## src/rtl/pcs_rx_block_lock.sv

```systemverilog
// pcs_rx_block_lock: 10GBASE-R receive block-lock FSM driving SERDES bitslip and reset request.
// Define BLOCK_LOCK_STATS_EN to add saturating slip and lock-loss statistics ports.
module pcs_rx_block_lock #(
   parameter int HDR_WIDTH           = 2,
   parameter int SH_CNT_MAX          = 64,
   parameter int SH_INVALID_MAX      = 16,
   parameter int BITSLIP_HIGH_CYCLES = 1,
   parameter int BITSLIP_LOW_CYCLES  = 8,
   parameter int SLIP_RESET_COUNT    = 66
) (
   input  logic                 rx_clk,
   input  logic                 rx_rst_n,
   input  logic [HDR_WIDTH-1:0] serdes_rx_hdr,
   input  logic                 serdes_rx_hdr_valid,
   output logic                 serdes_rx_bitslip,
   output logic                 serdes_rx_reset_req,
   output logic                 rx_block_lock,
   output logic                 rx_sh_invalid
`ifdef BLOCK_LOCK_STATS_EN
   ,
   output logic [15:0]          rx_slip_count,
   output logic [15:0]          rx_lock_loss_count
`else
`endif
);
   localparam int TMR_W = $clog2(BITSLIP_HIGH_CYCLES + BITSLIP_LOW_CYCLES + 1);
   localparam logic [TMR_W-1:0] TMR_LAST = TMR_W'(BITSLIP_HIGH_CYCLES + BITSLIP_LOW_CYCLES - 1);
   localparam logic [TMR_W-1:0] TMR_HI = TMR_W'(BITSLIP_HIGH_CYCLES);
   localparam logic [6:0] SH_MAX = 7'(SH_CNT_MAX);
   localparam logic [4:0] INV_MAX = 5'(SH_INVALID_MAX);
   localparam logic [6:0] RUN_MAX = 7'(SLIP_RESET_COUNT);
   typedef enum logic [1:0] {UNLOCKED, LOCKED, SLIP} state_t;
   state_t state_q, state_d;
   logic [6:0] sh_cnt_q, sh_cnt_d, run_q, run_d;
   logic [4:0] inv_q, inv_d;
   logic [TMR_W-1:0] tmr_q, tmr_d;
   logic bitslip_q, bitslip_d, req_q, req_d, lock_q, lock_d, shinv_q, shinv_d;
   logic sample, bad, enter;
   always_comb begin
      state_d  = state_q;
      sh_cnt_d = sh_cnt_q;
      inv_d    = inv_q;
      tmr_d    = tmr_q;
      run_d    = run_q;
      req_d    = 1'b0;
      sample   = serdes_rx_hdr_valid && state_q != SLIP;
      bad      = ~^serdes_rx_hdr;
      shinv_d  = sample && bad;
      case (state_q)
         UNLOCKED: if (sample) begin
            if (bad) state_d = SLIP;
            else begin
               sh_cnt_d = sh_cnt_q + 7'd1;
               if (sh_cnt_d == SH_MAX) begin
                  state_d  = LOCKED;
                  sh_cnt_d = '0;
                  run_d    = '0;
               end
            end
         end
         LOCKED: if (sample) begin
            sh_cnt_d = sh_cnt_q + 7'd1;
            inv_d    = inv_q + {4'd0, bad};
            // losing lock takes priority over a window boundary on the same header
            if (inv_d == INV_MAX) state_d = SLIP;
            else if (sh_cnt_d == SH_MAX) begin
               sh_cnt_d = '0;
               inv_d    = '0;
            end
         end
         SLIP: if (tmr_q == TMR_LAST) state_d = UNLOCKED;
               else tmr_d = tmr_q + 1'b1;
         default: state_d = UNLOCKED;
      endcase
      enter = state_d == SLIP && state_q != SLIP;
      if (enter) begin
         sh_cnt_d = '0;
         inv_d    = '0;
         tmr_d    = '0;
         run_d    = run_q + 7'd1;
         if (run_d == RUN_MAX) begin
            run_d = '0;
            req_d = 1'b1;
         end
      end
      bitslip_d = state_d == SLIP && tmr_d < TMR_HI;
      lock_d    = state_d == LOCKED;
   end
   always_ff @(posedge rx_clk) begin
      if (!rx_rst_n) begin
         state_q   <= UNLOCKED;
         sh_cnt_q  <= '0;
         inv_q     <= '0;
         tmr_q     <= '0;
         run_q     <= '0;
         bitslip_q <= 1'b0;
         req_q     <= 1'b0;
         lock_q    <= 1'b0;
         shinv_q   <= 1'b0;
      end else begin
         state_q   <= state_d;
         sh_cnt_q  <= sh_cnt_d;
         inv_q     <= inv_d;
         tmr_q     <= tmr_d;
         run_q     <= run_d;
         bitslip_q <= bitslip_d;
         req_q     <= req_d;
         lock_q    <= lock_d;
         shinv_q   <= shinv_d;
      end
   end
   assign serdes_rx_bitslip   = bitslip_q;
   assign serdes_rx_reset_req = req_q;
   assign rx_block_lock       = lock_q;
   assign rx_sh_invalid       = shinv_q;
`ifdef BLOCK_LOCK_STATS_EN
   logic [15:0] slip_cnt_q, loss_cnt_q;
   always_ff @(posedge rx_clk) begin
      if (!rx_rst_n) begin
         slip_cnt_q <= '0;
         loss_cnt_q <= '0;
      end else begin
         if (enter && slip_cnt_q != 16'hFFFF) slip_cnt_q <= slip_cnt_q + 16'd1;
         if (enter && state_q == LOCKED && loss_cnt_q != 16'hFFFF) loss_cnt_q <= loss_cnt_q + 16'd1;
      end
   end
   assign rx_slip_count      = slip_cnt_q;
   assign rx_lock_loss_count = loss_cnt_q;
`else
`endif
endmodule

```

## config.mk

```make
export PLATFORM = sky130hd
export DESIGN_NAME = pcs_rx_block_lock
export DESIGN_NICKNAME = d
export VERILOG_FILES = /design/src/rtl/pcs_rx_block_lock.sv
export SDC_FILE = /design/constraint.sdc
export NUM_CORES = 1
export LEC_CHECK = 0
export ABC_CLOCK_PERIOD_IN_PS = 3300
export BUFFER_PORTS_ARGS = -buffer_cell sky130_fd_sc_hd__buf_2
export CELL_PAD_IN_SITES_DETAIL_PLACEMENT = 1
export CELL_PAD_IN_SITES_GLOBAL_PLACEMENT = 1
export CORE_MARGIN = 2
export CORE_UTILIZATION = 31
export CTS_CLUSTER_DIAMETER = 200
export DETAILED_ROUTE_END_ITERATION = 8
export PLACE_DENSITY_LB_ADDON = 0.1
export SKIP_LAST_GASP = 1
export SLEW_MARGIN = 20
export SYNTH_ARGS = -nofsm -noshare
export SYNTH_HDL_FRONTEND = slang
export SYNTH_SLANG_ARGS = --single-unit
```

## constraint.sdc

```tcl
create_clock -name rx_clk -period 3.3 [get_ports rx_clk]
set_input_delay 0.165 -clock rx_clk [delete_from_list [all_inputs] [get_ports rx_clk]]
set_output_delay 0.165 -clock rx_clk [all_outputs]
set_load 0.05 [all_outputs]
```

-- Word level (Yosys, flattened, before mapping)
Index checks and enable logic that the tools add are counted.
- register bits: 29
- output and inout port bits: 4
- word-level logic and storage cells: 68
- input bits: 5
- add/sub/neg operators: 4
- muxes and demuxes: 25
- order comparisons: 1
- equal/unequal tests: 13
- bitwise gates (word level): 1
- reduce and logical (&&, ||, !) cells: 15
- operator list (operator ; count):
    $mux W7 ; 11
    $add A7 B1 Y7 const B ; 2
    $eq A7 B7 Y1 const B ; 2
    $pmux W7 S2 ; 1
    $mux W2 ; 6
    $mux W4 ; 3
    $mux W5 ; 2
    $ne A2 B2 Y1 const B ; 4
    $reduce_and A4 Y1 ; 2
    $reduce_bool A2 Y1 ; 4
    $pmux W2 S3 ; 1
    $add A5 B1 Y5 ; 1
    $eq A5 B5 Y1 const B ; 1
    $add A4 B1 Y4 const B ; 1
    $eq A2 B1 Y1 const B ; 2
    $eq A2 B2 Y1 const B ; 2
    $eq A4 B4 Y1 const B ; 1
    $logic_and A1 B1 Y1 ; 4
    $lt A4 B1 Y1 const B ; 1
    $reduce_and A2 Y1 ; 2
    $logic_not A2 Y1 ; 1
    $ne A2 B1 Y1 const B ; 1
    $reduce_or A2 Y1 ; 1
    $reduce_xnor A2 Y1 ; 1
    2 further kinds ; 2

-- Longest topological paths before layout
Gate-level depths: netlist of run 1.
- depth after elaboration: 11
- mapped depth: 11
- gate-level depth less buffers: 10

-- Least setup slack after synthesis of run 1
No wires, ideal clock.
- kind: input to register
- start: input port serdes_rx_hdr[1]
- end: register tmr_q[0]
- setup time: 0.064 ns
- arrival: 2.008 ns
- buffers on the path: 1
- slack: 1.228 ns
- required time: 3.236 ns
- stages on the path: 11
- cells stage by stage: xor2_2 > inv_2 > ha_1 > ha_1 > and2_1 > a21oi_1 > o21ai_2 > a21oi_2 > nand2_2 > buf_2 > nor2_1
- word-level cells in the longest chain between the ends: 9
- elaborated cells on any way between the ends: 11
- those cells by class: add/sub: 1; eq/ne: 2; mux: 6; reduce/logical: 2
- ends and longest elaborated chain (item ; line ; text):
    start, declared ; 13 ; input logic [HDR_WIDTH-1:0] serdes_rx_hdr,
    $reduce_xnor A2 Y1 * ; 47 ; bad = ~^serdes_rx_hdr;
    $add A5 B1 Y5 ; 63 ; inv_d = inv_q + {4'd0, bad};
    $eq A5 B5 Y1 ; 65 ; if (inv_d == INV_MAX) state_d = SLIP;
    $mux W2 ; 65 ;
    $mux W2 ; 61 ; LOCKED: if (sample) begin
    $pmux W2 S3 * ; 49 ; case (state_q)
    $eq A2 B2 Y1 * ; 75 ; enter = state_d == SLIP && state_q != SLIP;
    $logic_and A1 B1 Y1 * ; 75 ;
    $mux W4 * ; 76 ; if (enter) begin
    end signal, assigned ; 104 ; tmr_q <= tmr_d;
    end, declared ; 36 ; logic [TMR_W-1:0] tmr_q, tmr_d;
Every way passes the cells marked *; elsewhere a longest branch is shown, timed or not.
A chain may end at the register's enable or synchronous reset.

-- Worst setup path after layout of run 1
- start: input port serdes_rx_hdr[1]
- end: register sh_cnt_q[6]
- word-level cells in the longest chain between the ends: 9
- elaborated cells on any way between the ends: 16
- those cells by class: add/sub: 1; eq/ne: 3; mux: 8; reduce/logical: 4
- ends and longest elaborated chain (item ; line ; text):
    $reduce_xnor A2 Y1 * ; 47 ;
    $add A5 B1 Y5 ; 63 ;
    $eq A5 B5 Y1 ; 65 ;
    $mux W2 ; 65 ;
    $mux W2 ; 61 ;
    $pmux W2 S3 ; 49 ;
    $eq A2 B2 Y1 ; 75 ;
    $logic_and A1 B1 Y1 ; 75 ;
    $reduce_or A2 Y1 (no line) ; - ;
    end signal, assigned ; 102 ; sh_cnt_q <= sh_cnt_d;
    end, declared ; 34 ; logic [6:0] sh_cnt_q, sh_cnt_d, run_q, run_d;
Every way passes the cells marked *; elsewhere a longest branch is shown, timed or not. The select of a mux whose other input is x is not followed.

==> summary.md, run 1 <==
| Metric | Value |
|---|---|
| Outcome | complete, no violations |
| Final hold slack | 0.147 ns |
| Post-CTS setup buffer count | 0 |
| Sinks on Clock Net | 29 |
| Post-layout instance area | 0.00182 mm^2 |
| WP data arrival | 2.52 ns |
| CP Launch Type | primary input |
| Critical path peak fanout | 16 |
| Post-layout min period | 2.32 ns |
| Clock share of power | 42.7% |
| Setup Slack @ Placement | 0.661 ns |
| Fin cells | 275 |
| Via Count | 1441 |
| # rows | 26 |
| # IOs | 9 |
| DR iter-0 viols | 27 |
| Final setup TNS | 0 ns |
| H-Tree Depth | 2 |
| Flop pwr share | 48.3% |
| Antenna viol nets, final | 0 |
| Vias in the first global route | 1498 |
| Switching power | 0.192 mW |
| Critical path class | in2reg |
| Clock Path Buffers | 2 |
| Worst-Skew Late Latency | 0.28 ns |
| Max Cap Viol | 0 |
| Initial Util | 31.8% |
| Mapped Cells | 195 |
| # hold bufs at CTS | 0 |
| Total die area | 0.00580 mm^2 |
| Final setup viols | 0 |
| Core box area | 0.00507 mm^2 |
| Top FF cell, synth | dfxtp_1 |
| Pre-Repair DR Iteration Count | 4 |
| Async SR Flop Fraction | 0% |
| Fmax | 432 MHz |
| Setup crit end kind | register |
| Die span in y | 76.2 um |
| Net Sw Frac | 25.2% |
| Worst Hold Class | in2reg |
| HPWL after detailed placement | 2880 um |
| Final Slew Violations | 0 |
| Area of the multi-input gates | 985 um^2 |
| First-pass GRT wire length | 6850 um |
| Worst R2R Setup Slack | 1.07 ns |
| WL/cell | 14.2 um |
| Inst Count DP | 267 |
| PD cells | 418 mW/mm^2 |
| Sequential element share of the synthesized area | 36.0% |
| Largest net degree at the start of global routing | 18 |
| FF+latch count, synth | 29 |
| Initial antenna violation count | 0 |
| Internal | 0.568 mW |
| Gpl congestion | 0.788 |
| Num CTS Buffers | 5 |
| Actual slew at the worst max-slew pin | 0.588 ns |
| Setup Skew | 0.00880 ns |
| Routed Wire Length | 3910 um |
| Area of the mapped netlist | 0.00161 mm^2 |
| Fin crit share | 70.2% |
| Fin util | 35.9% |
| Share of cells above drive strength 1 | 14.1% |
| Leak | 0.702 nW |
| CP required | 3.50 ns |
| TritonCTS clock tree | built |
| CTS clock-pin slew for the worst setup and hold paths | 0.06 ns |
| Combinational share of power | 9.0% |
| DRC viols | 0 |
| Slew Limit Headroom | 60.7% |
| Synthesis-to-finish area growth | 12.8% |
| Input/output buffers | 8 |
| Hold Vio Cnt, Final | 0 |
| Post-synthesis average cell area | 8.28 um^2 |
| Maximum vdd drop | 0.169 mV |
| Yosys warning count | 0 |
| Global route total overflow | 0 |
| Resize count post-CTS | 0 |
| Die Span X | 76.2 um |
| Reg area | 581 um^2 |
| EDFF count, synth | 0 |
| Pwr Total | 0.760 mW |
| # fillers | 631 |
| Distinct cell type count after synthesis | 48 |
| CTS Root Cell | clkbuf_8 |
| Syn Nets | 207 |
| Tot GR Track Use | 14.6% |
| Unrepaired setup endpoints after global routing | false |
| Antenna diodes | 0 |
| Placed cell area | 0.00172 mm^2 |
| Avg Vias per Cell | 5.24 |
| Setup ws final | 0.983 ns |
| # nets final | 216 |
-- layer usage --
layer | part of all wire [%] | vias up | GRT usage, %
met5 | 0 | - | 0
met3 | 2.8 | 7 | 3.79
met2 | 50 | 18 | 26.1
met1 | 45 | 704 | 16.8
met4 | 1.8 | 0 | 5.45
li1 | - | 712 | -
-- final cells by class --
cell class / count / area share, %
Multi-Input combinational cell: 154 / 54.1
Sequential cell: 29 / 31.9
Clock buffer: 7 / 5.29
Tap cell: 70 / 4.81
Timing Repair Buffer: 9 / 2.61
Inverter: 5 / 1.03
Clock inverter: 1 / 0.275
-- power groups by stage --
stage	logic [mW]	clock network [mW]	registers, mW
3_3_place_gp	0.0681	0	0.374
5_1_grt	0.0772	0.362	0.368
3_5_place_dp	0.0697	0	0.375
4_1_cts	0.0703	0.338	0.367
6_report	0.0687	0.324	0.367
2_1_floorplan	0.0462	0	0.377
-- final timing paths --
path | start | endpoint | cells after the start
max | serdes_rx_hdr[1] | sh_cnt_q[6] | 11
min | serdes_rx_hdr_valid | rx_sh_invalid | 3
max reg2reg | inv_q[0] | sh_cnt_q[6] | 8
min reg2reg | inv_q[0] | inv_q[0] | 2
-- sequential cells by signal, indices dropped and copies added (netlist names) --
| name | flops |
|---|---|
| run_q | 7 |
| sh_cnt_q | 7 |
| inv_q | 5 |
| tmr_q | 4 |
| state_q | 2 |
| rx_block_lock | 1 |
| rx_sh_invalid | 1 |
| serdes_rx_bitslip | 1 |
| serdes_rx_reset_req | 1 |
-- cells in the mapped netlist (3+ instances only) --
| master | n | share of area [%] |
|---|---|---|
| a21oi_1 | 18 | 5.6 |
| inv_1 | 4 | 0.93 |
| ha_1 | 7 | 5.4 |
| nor3b_1 | 4 | 1.9 |
| clkbuf_1 | 3 | 0.70 |
| dfxtp_1 | 29 | 36 |
| o21ai_0 | 8 | 2.5 |
| xnor2_1 | 3 | 1.6 |
| buf_2 | 3 | 0.93 |
| nor2b_1 | 3 | 1.2 |
| nand2_1 | 22 | 5.1 |
| xor2_1 | 5 | 2.7 |
| nand3_1 | 11 | 3.4 |
| a31oi_1 | 3 | 1.2 |
| and3_1 | 4 | 1.6 |
| nor2_1 | 19 | 4.4 |
| nand3b_1 | 4 | 1.9 |
| nand4_1 | 6 | 2.3 |
| a21o_1 | 4 | 1.9 |
-- kinds of logic after synthesis --
family | synth area share, %
compound gates | 19.9
xor+xnor | 5.35
fa+ha+maj | 5.43
buf+inv | 3.02
flops | 36.0
mux | 0.620
simple gates | 29.7
-- placed cells by master, fill, tap and decap left out, types with 2 or more instances in the layout --
master	Yosys	routed
clkbuf_8	0	7
nand4_1	6	6
a2bb2oi_1	2	2
a31oi_1	3	3
xor2_1	5	5
and3_1	4	4
inv_1	4	4
buf_2	3	8
nor2b_1	3	3
or3b_2	2	2
xnor2_1	3	3
nand2_1	22	22
nand3_1	11	11
a21oi_1	18	18
nor3b_1	4	4
dfxtp_1	29	29
nor2_1	19	19
a21o_1	4	4
o21ai_0	8	8
nor4b_1	2	2
nor3_1	2	2
and2_1	2	2
ha_1	7	7
nand3b_1	4	4
o2bb2ai_1	2	2
-- worst max-delay path, stage by stage --
cell     delay (ns)
buf_2          0.11
xor2_2         0.30
inv_2          0.10
ha_1           0.25
ha_1           0.24
and2_1         0.18
a21oi_1        0.19
o21ai_2        0.14
a21oi_2        0.32
nand2_2        0.28
a31oi_1        0.22
(Power assumes the default switching activity.)
==> inputs of run 2 (changes only) <==
- ABC_CLOCK_PERIOD_IN_PS: 3300 -> 1980
- clock period: 3.3 -> 1.98 ns (I/O delays scaled with it)
==> summary.md, run 2 (synthesis gave the netlist of run 1 again) <==
| Metric | Value |
|---|---|
| Outcome | complete, no violations |
| Most frequent cells in the layout | dfxtp_1, nand2_1, nor2_1, a21oi_1, buf_4 |
| Core box area | 0.00507 mm^2 |
| Num CTS Buffers | 5 |
| Area of the multi-input gates | 0.00107 mm^2 |
| Synthesis-to-finish area growth | 26.9% |
| Setup crit end kind | register |
| Worst R2R Setup Slack | 0.15 ns |
| Post-layout min period | 1.83 ns |
| # rows | 26 |
| HPWL after detailed placement | 2970 um |
| Setup Skew | 0.00665 ns |
| Pre-Repair DR Iteration Count | 4 |
| Maximum vdd drop | 0.410 mV |
| Avg Vias per Cell | 5.19 |
| Hold Vio Cnt, Final | 0 |
| DR iter-0 viols | 49 |
| CTS clock-pin slew for the worst setup and hold paths | 0.07 ns |
| Final setup viols | 0 |
| Pwr Total | 1.42 mW |
| Via Count | 1506 |
| Total die area | 0.00580 mm^2 |
| Fmax | 547 MHz |
| Die span in y | 76.2 um |
| Leak | 0.790 nW |
| Initial Util | 31.8% |
| CP required | 2.19 ns |
| Combinational share of power | 11.5% |
| Net Sw Frac | 24.0% |
| TritonCTS clock tree | built |
| WP data arrival | 2.04 ns |
| PD cells | 691 mW/mm^2 |
| R2R cell count | 9 |
| RR Endpoint | serdes_rx_reset_req |
| Clock share of power | 45.4% |
| Internal | 1.08 mW |
| Reg area | 582 um^2 |
| Sinks on Clock Net | 29 |
| WL/cell | 14.3 um |
| Die Span X | 76.2 um |
| Clock Path Buffers | 2 |
| Initial antenna violation count | 0 |
| Setup ws final | 0.151 ns |
| H-Tree Depth | 2 |
| # fillers | 632 |
| Tot GR Track Use | 15.1% |
| Antenna viol nets, final | 0 |
| Actual slew at the worst max-slew pin | 0.543 ns |
| Vias in the first global route | 1570 |
| Setup Slack @ Placement | -0.158 ns |
| Worst Setup EP | serdes_rx_reset_req |
| Post-layout instance area | 0.00205 mm^2 |
| Critical path class | reg2reg |
| Input/output buffers | 8 |
| Worst-Skew Late Latency | 0.28 ns |
| Gpl congestion | 0.779 |
| Routed Wire Length | 4150 um |
| # nets final | 231 |
| # IOs | 9 |
| Critical path peak fanout | 4 |
| Slew Limit Headroom | 63.5% |
| Crit path from | inv_q[0] |
| Share of cells above drive strength 1 | 24.5% |
| Final Slew Violations | 0 |
| Switching power | 0.340 mW |
| Fin crit share | 92.4% |
| Flop pwr share | 43.1% |
| CP Launch Type | register |
| Largest net degree at the start of global routing | 18 |
| DRC viols | 0 |
| # hold bufs at CTS | 0 |
| First-pass GRT wire length | 7110 um |
| Regs by FF count | run_q (7), sh_cnt_q (7), inv_q (5) |
| Commonest non-fill, non-tap cell in the layout | dfxtp_1 |
| Placed cell area | 0.00185 mm^2 |
| Global route total overflow | 0 |
| Antenna diodes | 0 |
| Worst Hold Class | in2reg |
| CTS Root Cell | clkbuf_8 |
| Max Cap Viol | 0 |
| Worst R2R Start | inv_q[0] |
-- run 2: through the flow --
step / hold WS [ns] / setup TNS (ns) / cells / utilization (%)
global placement: 0.382 / -0.341 / 281 / 36.4
global route: 0.115 / -0.0124 / 290 / 40.4
detailed placement: 0.389 / -1.95 / 281 / 36.4
finish: 0.116 / 0 / 290 / 40.4
CTS: 0.0940 / -0.0297 / 289 / 39.0
floorplan: 0.217 / 0 / 195 / -
-- run 2: area by class of cell --
type,count,share of cell area [%]
Clock buffer,7,4.22
Clock inverter,1,1.47
Inverter,5,0.916
Multi-Input combinational cell,154,52.1
Sequential cell,29,28.4
Tap cell,70,4.28
Timing Repair Buffer,24,8.61
-- run 2: worst max-delay path, stage by stage (launching register included) --
cell and delay, ns:
dfxtp_2 0.36, ha_4 0.14, ha_2 0.28, nor2_4 0.09, nand3b_1 0.09, o21ai_2 0.21
a21oi_2 0.11, buf_4 0.15, a21boi_2 0.15, nor3b_2 0.17
-- run 2: per-layer routing --
| metal | vias up | routed length [um] | global-route usage [%] |
|---|---|---|---|
| li1 | 744 | - | - |
| met1 | 739 | 1930 | 18.3 |
| met2 | 18 | 2070 | 26.1 |
| met3 | 5 | 112 | 3.91 |
| met4 | 0 | 38 | 4.91 |
| met5 | - | 0 | 0 |
-- run 2: what timing repair did --
| item | CTS | global route |
|---|---|---|
| gates resized for setup | 4 | 13 |
| buffers inserted | 0 | 1 |
| endpoints found under the setup margin | 4 | 27 |
| pin swaps | 1 | 6 |
-- run 2: power by group through the flow --
stage	clock network [mW]	registers (mW)	logic, mW
final	0.643	0.610	0.163
after global routing	0.695	0.612	0.179
after CTS	0.661	0.610	0.156
after detailed placement	0	0.623	0.151
after global placement	0	0.621	0.146
after floorplan	0	0.629	0.0785
-- run 2: how the worst min path moves through the flow --
stage,startpoint,to,cells after the start
2_1_floorplan,serdes_rx_hdr_valid,rx_sh_invalid,2
3_3_place_gp,serdes_rx_hdr_valid,rx_sh_invalid,3
3_5_place_dp,serdes_rx_hdr_valid,rx_sh_invalid,3
4_1_cts,serdes_rx_hdr_valid,rx_sh_invalid,3
5_1_grt,serdes_rx_hdr_valid,rx_sh_invalid,3
6_report,serdes_rx_hdr_valid,rx_sh_invalid,3
==> inputs of run 3 (changes only) <==
- ABC_AREA: unset -> 1
==> summary.md, run 3 <==
| Metric | Value |
|---|---|
| Yosys warning count | 0 |
| Gpl congestion | 0.799 |
| Unrepaired setup endpoints after global routing | false |
| Most frequent cells in the layout | nand2_1, inv_1, nand3_1, dfxtp_1, a21oi_1 |
| Reg area | 581 um^2 |
| Initial Util | 31.9% |
| Outcome | complete, no violations |
| Fmax | 551 MHz |
| Post-layout min period | 1.82 ns |
| CP Launch Type | register |
| Hold Vio Cnt, Final | 0 |
| Slew Limit Headroom | 71.5% |
| Setup Skew | 0.00823 ns |
| Num CTS Buffers | 5 |
| First-pass GRT wire length | 6940 um |
| Fin crit share | 91.7% |
| Max Cap Viol | 0 |
| Area leader, netlist | dfxtp_1 |
| WP data arrival | 1.96 ns |
| Maximum vdd drop | 0.345 mV |
| Distinct cell type count after synthesis | 31 |
| Critical path peak fanout | 3 |
| WL/cell | 12.4 um |
| Hold depth | 3 |
| Top cells by area, synth | dfxtp_1, nand2_1, nand3_1 |
| Critical path class | reg2reg |
| Total die area | 0.00586 mm^2 |
| CTS clock-pin slew for the worst setup and hold paths | 0.07 ns |
| Syn Nets | 246 |
| Final Slew Violations | 0 |
| R2R cell count | 8 |
| Area of the multi-input gates | 923 um^2 |
| HP Start | serdes_rx_hdr_valid |
| Initial antenna violation count | 0 |
| Share of cells above drive strength 1 | 15.0% |
| Final setup viols | 0 |
| Mapped Cells | 234 |
| TritonCTS clock tree | built |
| Actual slew at the worst max-slew pin | 0.427 ns |
| Most frequent cell after synthesis | nand2_1 |
| # hold bufs at CTS | 0 |
| Sinks on Clock Net | 29 |
| Inst Count DP | 315 |
| PD cells | 725 mW/mm^2 |
| Area of the mapped netlist | 0.00163 mm^2 |
| Fin util | 37.8% |
| Via Count | 1520 |
| Clock Path Buffers | 2 |
| CP required | 2.13 ns |
| Tot GR Track Use | 15.0% |
| Core box area | 0.00511 mm^2 |
| DR iter-0 viols | 48 |
| EDFF count, synth | 0 |
| Fin cells | 323 |
| # nets final | 264 |
| Die Span X | 76.5 um |
| RR Endpoint | rx_block_lock |
| Area share of the largest cell type after synthesis | 35.6% |
| List of most frequent post-synthesis cells | nand2_1, inv_1, nand3_1, dfxtp_1, a21oi_1 |
| Routed Wire Length | 4020 um |
| Leak | 0.781 nW |
| Input/output buffers | 8 |
| Antenna viol nets, final | 0 |
| Synthesis-to-finish area growth | 18.5% |
| Setup crit end kind | register |
| Post-synthesis average cell area | 6.97 um^2 |
| Vias in the first global route | 1544 |
| DRC viols | 0 |
| # IOs | 9 |
| FF+latch count, synth | 29 |
| Worst R2R Start | inv_q[0] |
| HPWL after detailed placement | 3090 um |
| Avg Vias per Cell | 4.71 |
| Worst Hold Class | in2reg |
| # fillers | 658 |
| Worst R2R Setup Slack | 0.16 ns |
| Top FF cell, synth | dfxtp_1 |
| Worst-Skew Late Latency | 0.28 ns |
| H-Tree Depth | 2 |
| Antenna diodes | 0 |
| Die span in y | 76.5 um |
| Hold Path Sink | rx_sh_invalid |
| CTS Root Cell | clkbuf_8 |
| Largest net degree at the start of global routing | 15 |
| Pre-Repair DR Iteration Count | 4 |
| Global route total overflow | 0 |
| # rows | 26 |
| Async SR Flop Fraction | 0% |
| Sequential element share of the synthesized area | 35.6% |
| Commonest non-fill, non-tap cell in the layout | nand2_1 |
| Regs by FF count | run_q (7), sh_cnt_q (7), inv_q (5) |
## run 3: cell types whose count changed in the layout (fill, tap and decap cells not counted), sizes merged, moves of 3 or more
| cell | previous run | this run |
|---|---|---|
| nand2 | 23 | 59 |
| nor2b | 4 | 0 |
| nor3b | 4 | 0 |
| xor2 | 6 | 2 |
| nand3 | 11 | 33 |
| buf | 24 | 14 |
| o21ai | 9 | 4 |
| a21o | 4 | 0 |
| and3 | 4 | 0 |
| nor2 | 19 | 22 |
| inv | 5 | 33 |
## run 3: cell type report
class	count	area share [%]
clock buffers	7	4.47
clock inverters	1	1.55
inverters	33	6.54
multi-input cells	169	47.8
flip-flops and latches	29	30.1
well taps	70	4.53
repair buffers	14	5.05
## run 3: cells by family (layout without fill, tap and decap cells)
group                      count (synthesis)  count (layout)  synth area share, %
xor gates and xnor gates                   4               4                 2.15
buffers and inverters                     36              55                 9.13
DFF                                       29              29                 35.6
AOI/OAI and AO/OA                         33              33                 11.1
adders and majority gates                  7               7                 5.37
and+or+nand+nor                          125             125                 36.6
## run 3: layer usage
layer	wire, um	vias to the layer above	global-route usage [%]	share of wire [%]
met3	110	7	2.61	2.7
li1	-	800	-	-
met5	0	-	0	0
met2	1790	24	23.2	44
met1	2050	689	20.3	51
met4	68	0	6.73	1.7
## run 3: per-stage QoR
step	power, mW	TNS [ns]	worst slack [ns]	hold slack, ns	area, um^2
detailed placement	0.773	-0.843	-0.0643	0.458	1790
global placement	0.772	-0.00241	-0.00241	0.467	1790
global route	1.47	0	0.0491	0.198	1930
CTS	1.42	0	0.0744	0.160	1910
floorplan	0.723	0	0.155	0.255	1630
finish	1.40	0	0.164	0.162	1930
## run 3: worst max-delay path: stages, from the launching register on
cell,delay (ns)
dfxtp_1,0.32
ha_1,0.24
ha_4,0.24
nor2_2,0.12
nand3_2,0.10
nor2_4,0.14
nand2_1,0.08
o21ai_0,0.30
a21oi_1,0.14
## run 3: timing repair
action,4_1_cts,5_1_grt
gates resized for setup,0,4
setup endpoints to repair,0,23
setup buffers,0,0
## run 3: how the worst max path moves through the flow
stage	depth (start not counted)	slack [ns]	start	to
floorplan	13	0.15	serdes_rx_hdr[1]	sh_cnt_q[0]
global placement	13	-0.002	serdes_rx_hdr[1]	tmr_q[1]
detailed placement	13	-0.06	serdes_rx_hdr[1]	sh_cnt_q[3]
CTS	10	0.07	inv_q[0]	sh_cnt_q[3]
global route	8	0.05	sh_cnt_q[0]	run_q[2]
finish	8	0.16	inv_q[0]	rx_block_lock
## run 3: power breakdown
part           switching [mW]  leakage, nW  internal (mW)
registers              0.0109        0.235          0.597
logic                  0.0978        0.488         0.0543
clock network           0.231       0.0585          0.410
total                   0.340        0.781           1.06
